===== config.mk =====
export PLATFORM = sky130hd
export DESIGN_NAME = clk_div_gen
export DESIGN_NICKNAME = d
export VERILOG_FILES = /design/src/rtl/clk_div_gen.sv
export SDC_FILE = /design/constraint.sdc
export NUM_CORES = 1
export LEC_CHECK = 0
export BUFFER_PORTS_ARGS = -buffer_cell sky130_fd_sc_hd__buf_2
export CORE_MARGIN = 1.5
export CORE_UTILIZATION = 40
export DETAILED_ROUTE_END_ITERATION = 8
export GPL_ROUTABILITY_DRIVEN = 0
export SETUP_SLACK_MARGIN = 0.15
export SKIP_LAST_GASP = 1
export SLEW_MARGIN = 20
export SYNTH_ARGS = -nofsm -noshare
export SYNTH_HDL_FRONTEND = slang
export SYNTH_SLANG_ARGS = --single-unit

===== constraint.sdc =====
create_clock -name clk -period 6.4 [get_ports clk]
set_input_delay 1.28 -clock clk [delete_from_list [all_inputs] [get_ports clk]]
set_output_delay 1.28 -clock clk [all_outputs]
set_load 0.005 [all_outputs]

===== src/rtl/clk_div_gen.sv =====
// Multi-channel programmable clock divider with per-period tick enables.
// Optional feature macro: CLK_DIV_SYNC_EN adds the sync_pulse phase-align input.
module clk_div_gen #(
  parameter int  CH_NUM  = 4,
  parameter int  DIV_W   = 8,
  parameter int  DIV_RST = 2,
  localparam int CH_W    = (CH_NUM > 1) ? $clog2(CH_NUM) : 1
) (
  input  logic              clk,
  input  logic              rst,
  input  logic              cfg_vld,
  input  logic [CH_W-1:0]   cfg_ch,
  input  logic [DIV_W-1:0]  cfg_div,
  output logic              cfg_rdy,
  input  logic [CH_NUM-1:0] ch_en,
`ifdef CLK_DIV_SYNC_EN
  input  logic              sync_pulse,
`endif
  output logic [CH_NUM-1:0] clk_out,
  output logic [CH_NUM-1:0] tick,
  output logic [CH_NUM-1:0] busy
);

  localparam int             CH_P  = 2 ** CH_W;
  localparam logic [DIV_W-1:0] ONE   = 1;
  localparam logic [DIV_W:0]   ONE_X = 1;

  typedef enum logic [1:0] {IDLE, RUN, STOP} state_t;

  logic             sync;
  logic [CH_P-1:0]  busy_pad;
  logic [DIV_W-1:0] cfg_div_n;

`ifdef CLK_DIV_SYNC_EN
  assign sync = sync_pulse;
`else
  assign sync = 1'b0;
`endif

  // Unused channel indices read as never busy, so out-of-range requests are
  // accepted and simply match no channel.
  assign busy_pad  = CH_P'(busy);
  assign cfg_rdy   = !rst && !busy_pad[cfg_ch];
  assign cfg_div_n = (cfg_div == '0) ? ONE : cfg_div;

  for (genvar g = 0; g < CH_NUM; g++) begin : g_ch
    state_t           st, nxt_st;
    logic [DIV_W-1:0] cnt, div, pend, nxt_cnt, nxt_div;
    logic [DIV_W:0]   hi_len;
    logic             busy_q, tick_q, clk_q;
    logic             nxt_busy, wrap, apply, take;

    assign take   = cfg_vld && cfg_rdy && (cfg_ch == CH_W'(g));
    assign wrap   = (cnt == div - ONE);
    assign hi_len = ({1'b0, nxt_div} + ONE_X) >> 1;

    // NOTE: every output of this block gets a default first, so no path can
    // leave a value unassigned and infer a latch.
    always_comb begin
      nxt_st  = st;
      nxt_cnt = cnt;
      apply   = 1'b0;
      case (st)
        IDLE: begin
          nxt_cnt = '0;
          apply   = busy_q;
          if (ch_en[g]) nxt_st = RUN;
        end
        default: begin
          if (sync) begin
            nxt_cnt = '0;
            apply   = busy_q;
            nxt_st  = ch_en[g] ? RUN : STOP;
          end else begin
            nxt_cnt = wrap ? '0 : cnt + ONE;
            apply   = wrap && busy_q;
            // A disable seen on the last cycle of a period ends it right there.
            if (ch_en[g])  nxt_st = RUN;
            else if (wrap) nxt_st = IDLE;
            else           nxt_st = STOP;
          end
        end
      endcase
      nxt_div  = apply ? pend : div;
      nxt_busy = (busy_q && !apply) || take;
    end

    // NOTE: clocked blocks use non-blocking assignments only, so every register
    // samples the pre-edge values and simulation order cannot matter.
    always_ff @(posedge clk) begin
      if (rst) begin
        st     <= IDLE;
        cnt    <= '0;
        div    <= DIV_W'(DIV_RST);
        busy_q <= 1'b0;
        tick_q <= 1'b0;
        clk_q  <= 1'b0;
      end else begin
        st     <= nxt_st;
        cnt    <= nxt_cnt;
        div    <= nxt_div;
        busy_q <= nxt_busy;
        tick_q <= (nxt_st != IDLE) && (nxt_cnt == '0);
        clk_q  <= (nxt_st != IDLE) && ({1'b0, nxt_cnt} < hi_len);
      end
    end

    // NOTE: pend is deliberately left out of reset; it is only read while
    // busy_q is set, and busy_q itself is reset.
    always_ff @(posedge clk) begin
      if (take) pend <= cfg_div_n;
    end

    assign tick[g]    = tick_q;
    assign clk_out[g] = clk_q;
    assign busy[g]    = busy_q;
  end

endmodule


Word-level counts from Yosys, hierarchy flattened
Cells that the tools add are included.
{ "word_totals": {"output_inout_bits": 13, "inputBits": 17, "wordCells": 133, "regBits": 116} }
{ "classes": {"n_eq_ne": 7, "addsub": 12, "reduce_logical": 46, "n_mux": 35, "n_lt_le_gt_ge": 5} }
{ "ops": {"columns": ["op", "n"], "rows": [
  ["two-way mux 8 bit", 13],
  ["logical NOT 8 bit", 5],
  ["adder 8 x 1 -> 9 bit (second input constant)", 4],
  ["adder 8 x 1 -> 8 bit (second input constant)", 4],
  ["equality test 8 bit", 4],
  ["less-than comparator 8 bit", 4],
  ["two-way mux 2 bit", 16],
  ["subtractor 8 x 1 -> 8 bit (second input constant)", 4],
  ["logical AND 1 bit", 22],
  ["logical NOT 2 bit", 5],
  ["nonzero test 2 bit", 4],
  ["logical NOT 1 bit", 6],
  ["two-way mux 1 bit", 5],
  ["equality test 2 bit (second input constant)", 2],
  ["logical OR 1 bit", 4],
  ["less-than comparator 2 x 3 -> 1 bit (second input constant)", 1],
  ["binary-select mux 1 bit (select 2 bit)", 1],
  ["equality test 2 x 1 -> 1 bit (second input constant)", 1]
]} }

Depth between registers and ports, before layout
{ "logic_depth": {"ltp_word": 8, "mapped_depth": 22, "depth_no_buf": 20} }

Worst setup path after synthesis
No wires, ideal clock.
{ "synth_path": {"path_type": "reg2reg", "start": "register g_ch[0].div[1]", "end": "register g_ch[0].clk_q", "path_slack_ns": 2.595, "path_buffers": 2, "setup_ns": 0.059, "required_ns": 6.341, "synth_period_minus_slack_ns": 3.805, "path_stages_with_launch": 23, "arrival_time_ns": 3.746, "cell_sequence": "dfxtp_1 > clkbuf_1 > inv_1 > ha_1 > xnor2_1 > and4b_1 > a41oi_1 > nand2_1 > a32oi_1 > buf_2 > mux2_2 > ha_1 > nand3_1 > xor2_1 > nand2_1 > o21ai_0 > ha_1 > a21oi_1 > nor2b_1 > o21ai_0 > o21ai_0 > nor4_1 > o211a_1"} }
{ "synth_between": {"elab_chain_len": 8, "elab_cells_between_ends": 14, "classes_between": "add/sub (2); order compare (1); eq/ne (1); mux (7); reduce/logical (3)"} }
{ "synth_lines": {"columns": ["item", "line_no", "rtl"], "rows": [
  ["start, declared", "48", "logic [DIV_W-1:0] cnt, div, pend, nxt_cnt, nxt_div;"],
  ["start signal, assigned", "94", "div <= DIV_W'(DIV_RST);"],
  ["start signal, assigned", "101", "div <= nxt_div;"],
  ["subtractor 8 x 1 -> 8 bit", "54", "assign wrap = (cnt == div - ONE);"],
  ["equality test 8 bit", "54", null],
  ["logical AND 1 bit", "76", "apply = wrap && busy_q;"],
  ["two-way mux 1 bit", "63", "case (st)"],
  ["two-way mux 8 bit *", "84", "nxt_div = apply ? pend : div;"],
  ["net g_ch[0].nxt_div[1]", "48", null],
  ["adder 8 x 1 -> 9 bit *", "55", "assign hi_len = ({1'b0, nxt_div} + ONE_X) >> 1;"],
  ["less-than comparator 8 bit *", "104", "clk_q <= (nxt_st != IDLE) && ({1'b0, nxt_cnt} < hi_len);"],
  ["logical AND 1 bit *", "104", null],
  ["end signal, assigned", "104", null],
  ["end, declared", "50", "logic busy_q, tick_q, clk_q;"]
]} }
The timed path passes the listed nets; every way through them passes the cells marked *.
A chain may end at the register's enable or synchronous reset.

Final worst setup path
{ "layout_path": {"start": "register g_ch[2].div[0]", "end": "register g_ch[2].clk_q"} }
{ "layout_between": {"elab_chain_len": 8, "elab_cells_between_ends": 14, "classes_between": "add/sub (2); order compare (1); eq/ne (1); mux (7); reduce/logical (3)"} }
{ "layout_lines": {"columns": ["item", "line_no"], "rows": [
  ["start, declared", "48"],
  ["start signal, assigned", "94"],
  ["start signal, assigned", "101"],
  ["subtractor 8 x 1 -> 8 bit", "54"],
  ["equality test 8 bit", "54"],
  ["logical AND 1 bit", "76"],
  ["two-way mux 1 bit", "63"],
  ["two-way mux 8 bit", "84"],
  ["net g_ch[2].nxt_div[1]", "48"],
  ["adder 8 x 1 -> 9 bit", "55"],
  ["less-than comparator 8 bit", "104"],
  ["logical AND 1 bit", "104"],
  ["end signal, assigned", "104"],
  ["end, declared", "50"]
]} }
The timed path passes the listed nets, and every way through them passes these cells.

==> summary.txt <==
Detailed routing
  • Remaining DRCs: 0
  • Drt pass-1 iters: 5
  • Total number of vias: 5543
  • DRT Wirelength: 15.4 mm
  • Detail Route Antenna Nets: 0
  • Vias/cell: 5.26
  • Initial DRC Count: 343
  • Drt wl/cell: 14.7 µm

Timing
  • Sum Neg Setup Slack: 0 ps
  • Fin. Hold Viols: 0
  • Tightest Pin Transition: 984 ps
  • Max-slew headroom: 0.342
  • Slew Viols, Final: 0
  • Max frequency: 227 MHz
  • Setup Viol. Count Final: 0
  • Unrepaired setup endpoints after global routing: no
  • Final Cycle Share: 0.688
  • Final min period: 4400 ps
  • Clock Skews: 6.92 ps

Floorplanning
  • Placeable Area: 17500 µm²
  • Die Width: 137 µm
  • IO Count: 30
  • Die Span Y: 137 µm
  • Core Rows: 48
  • Die ar.: 18900 µm²
  • Initial Util: 0.413

Clock network
  • Clk pin slew, worst setup/hold paths: 60 ps
  • Clk_lat worst skew: 420 ps
  • CTS resizes: 0
  • Cts hold-fix bufs: 0
  • Post-CTS Setup Bufs: 0
  • H-tree depth: 4
  • Root Buffer: clkbuf_16
  • Clock Tree Buf Depth: 2
  • TritonCTS sink count: 116
  • CTS tree: done
  • Num CTS Buffers: 17

Place
  • Dpl hpwl: 11.4 mm
  • Placed Cells: 1021
  • Port-buffer cells: 29

Yosys
  • Yosys reg bits: 116
  • Cells after Synth: 831
  • Largest cells by area after synthesis: dfxtp_1 23%, edfxtp_1 13%, xnor2_1 7.5%, ha_1 6.9%, xor2_1 6.4%
  • Mapped Area: 7220 µm²
  • Fraction of registers with async set/reset: 0
  • Most common cell in the synthesized netlist: nor2_1
  • Distinct cell type count of the synthesized netlist: 56
  • Syn_area_per_cell: 8.69 µm²
  • Post-synth top area cell: dfxtp_1
  • Top post-synthesis cells by count: 121 x nor2_1, 84 x dfxtp_1, 68 x nand3_1, 62 x xnor2_1, 53 x xor2_1
  • Post-synth top flop: dfxtp_1
  • Number of flops mapped to enable cells by yosys: 32
  • Share of the synthesized area in the top cell type: 0.233
  • Seq/Total Area, Yosys: 0.366
  • Synth Net Count: 888
  • Synth Warn #: 0

Setup path
  • Startpoint Class: flip-flop
  • Worst R2R Path Depth: 17
  • CP Capture Type: flip-flop
  • Reg2reg setup slack: 2000 ps
  • Arrival time at the worst endpoint: 4760 ps
  • R2R Path End: g_ch[2].clk_q$_SDFF_PP0_
  • Critical Path End: g_ch[2].clk_q$_SDFF_PP0_
  • Worst Setup SP: g_ch[2].div[0]$_SDFF_PP0_
  • WS Path Type: reg2reg
  • Crit-path max FO: 20
  • R2r startpoint: g_ch[2].div[0]$_SDFF_PP0_
  • Critical path required time: 6760 ps

Final layout
  • Area Overhead vs Synth: 10.4%
  • Layout Cells excl Fill: 1053
  • Layout Nets: 872
  • Layout cell share with drive strength beyond 1: 0.115
  • Antenna diodes: 0
  • Final Util: 0.456

Global route
  • First-pass GRT wire length: 25.6 mm
  • Largest net degree at the start of global routing: 30
  • Number of global-route vias before repair: 5105
  • Total Routing Usage GR: 0.174
  • GR Overflow Total: 0
  • Initial antenna violation count: 0

Pwr
  • Final Total Pwr: 1880 µW
  • VDD IR max: 276 µV
  • Pwr/cell area: 236 nW/µm²
  • Pleak: 0.00321 µW

Status
  • Status: completed

Min path
  • Hold depth: 2
  • Class of the worst hold path: reg2reg

Flow run
  • Max-Cap Viols: 0
-- critical path: stages (launching register included) --
cell	delay [ps]
dfxtp_1	370
or4_1	550
a2111oi_2	270
or3_1	140
a41o_1	570
nand2_4	260
mux2_2	310
ha_1	220
nand3_1	140
nor2_1	200
xnor2_1	130
nand2_1	60
o21ai_0	80
ha_1	270
a21o_1	180
a21o_1	170
a211oi_1	210
o221a_2	200
-- layer usage --
layer	part of all wire	vias up	GRT usage
met5	0	-	0
met4	0.016	0	0.0719
met3	0.037	20	0.0342
met2	0.46	104	0.274
met1	0.49	2575	0.234
li1	-	2844	-
-- flip-flops by register name (all words and copies together), names as in the netlist --
| register | count |
|---|---|
| g_ch.cnt | 32 |
| g_ch.div | 32 |
| g_ch.pend | 32 |
| g_ch.st | 8 |
| g_ch.busy_q | 4 |
| g_ch.clk_q | 4 |
| g_ch.tick_q | 4 |
-- worst min-delay path by stage --
stage | from | end | slack (ps)
CTS | g_ch[2].div[7]$_SDFF_PP0_ | g_ch[2].div[7]$_SDFF_PP0_ | 530
global placement | g_ch[2].div[7]$_SDFF_PP0_ | g_ch[2].div[7]$_SDFF_PP0_ | 520
detailed placement | g_ch[2].div[7]$_SDFF_PP0_ | g_ch[2].div[7]$_SDFF_PP0_ | 520
finish | g_ch[2].div[7]$_SDFF_PP0_ | g_ch[2].div[7]$_SDFF_PP0_ | 530
floorplan | g_ch[0].cnt[0]$_SDFF_PP0_ | g_ch[0].cnt[0]$_SDFF_PP0_ | 460
global route | g_ch[2].div[7]$_SDFF_PP0_ | g_ch[2].div[7]$_SDFF_PP0_ | 550
-- report_power, final --
group / total, µW / switching [µW] / internal [µW]
Combinational: 121 / 71.6 / 49.8
Sequential: 790 / 17.9 / 772
Clock: 971 / 357 / 614
Total: 1880 / 447 / 1440
-- through the flow --
| stage | cell area [µm²] | hold WS (ps) | setup WS (ps) |
|---|---|---|---|
| finish | 7970 | 528 | 2000 |
| detailed placement | 7350 | 521 | 2020 |
| global placement | 7350 | 525 | 2060 |
| global route | 7970 | 549 | 1500 |
| CTS | 7960 | 528 | 1960 |
| floorplan | 7220 | 465 | 2600 |
-- layout make-up --
cell class,instances,area (µm²)
inverter,20,75.1
clock buffer,17,425
fill,1696,9510
tap,225,282
clock inverter,15,179
sequential,116,2640
timing repair buffer,33,175
multi-input combinational,627,4190
-- layout by cell type, fill, tap and decap left out, drive strengths merged, types with 6 or more instances in the layout --
master and instances:
a21o 6, a21oi 25, and3 18, buf 33, clkbuf 17, dfxtp 84
edfxtp 32, ha 40, inv 24, mux2 8, mux2i 23, nand2 42
nand2b 8, nand3 68, nand4 14, nor2 121, nor2b 15, nor3 28
nor4 6, o21ai 25, or2 8, xnor2 62, xor2 53
-- kinds of logic (layout without fill, tap and decap cells) --
| logic type | count (synthesis) | after routing | synth area share |
|---|---|---|---|
| buffers and inverters | 88 | 85 | 0.0588 |
| AOI/OAI and AO/OA | 89 | 89 | 0.0796 |
| muxes | 32 | 32 | 0.0491 |
| DFF | 116 | 116 | 0.366 |
| adders and majority gates | 40 | 40 | 0.0693 |
| xor gates and xnor gates | 115 | 115 | 0.140 |
| and+or+nand+nor | 351 | 351 | 0.238 |
No activity file was read; power rests on OpenSTA's default activity.
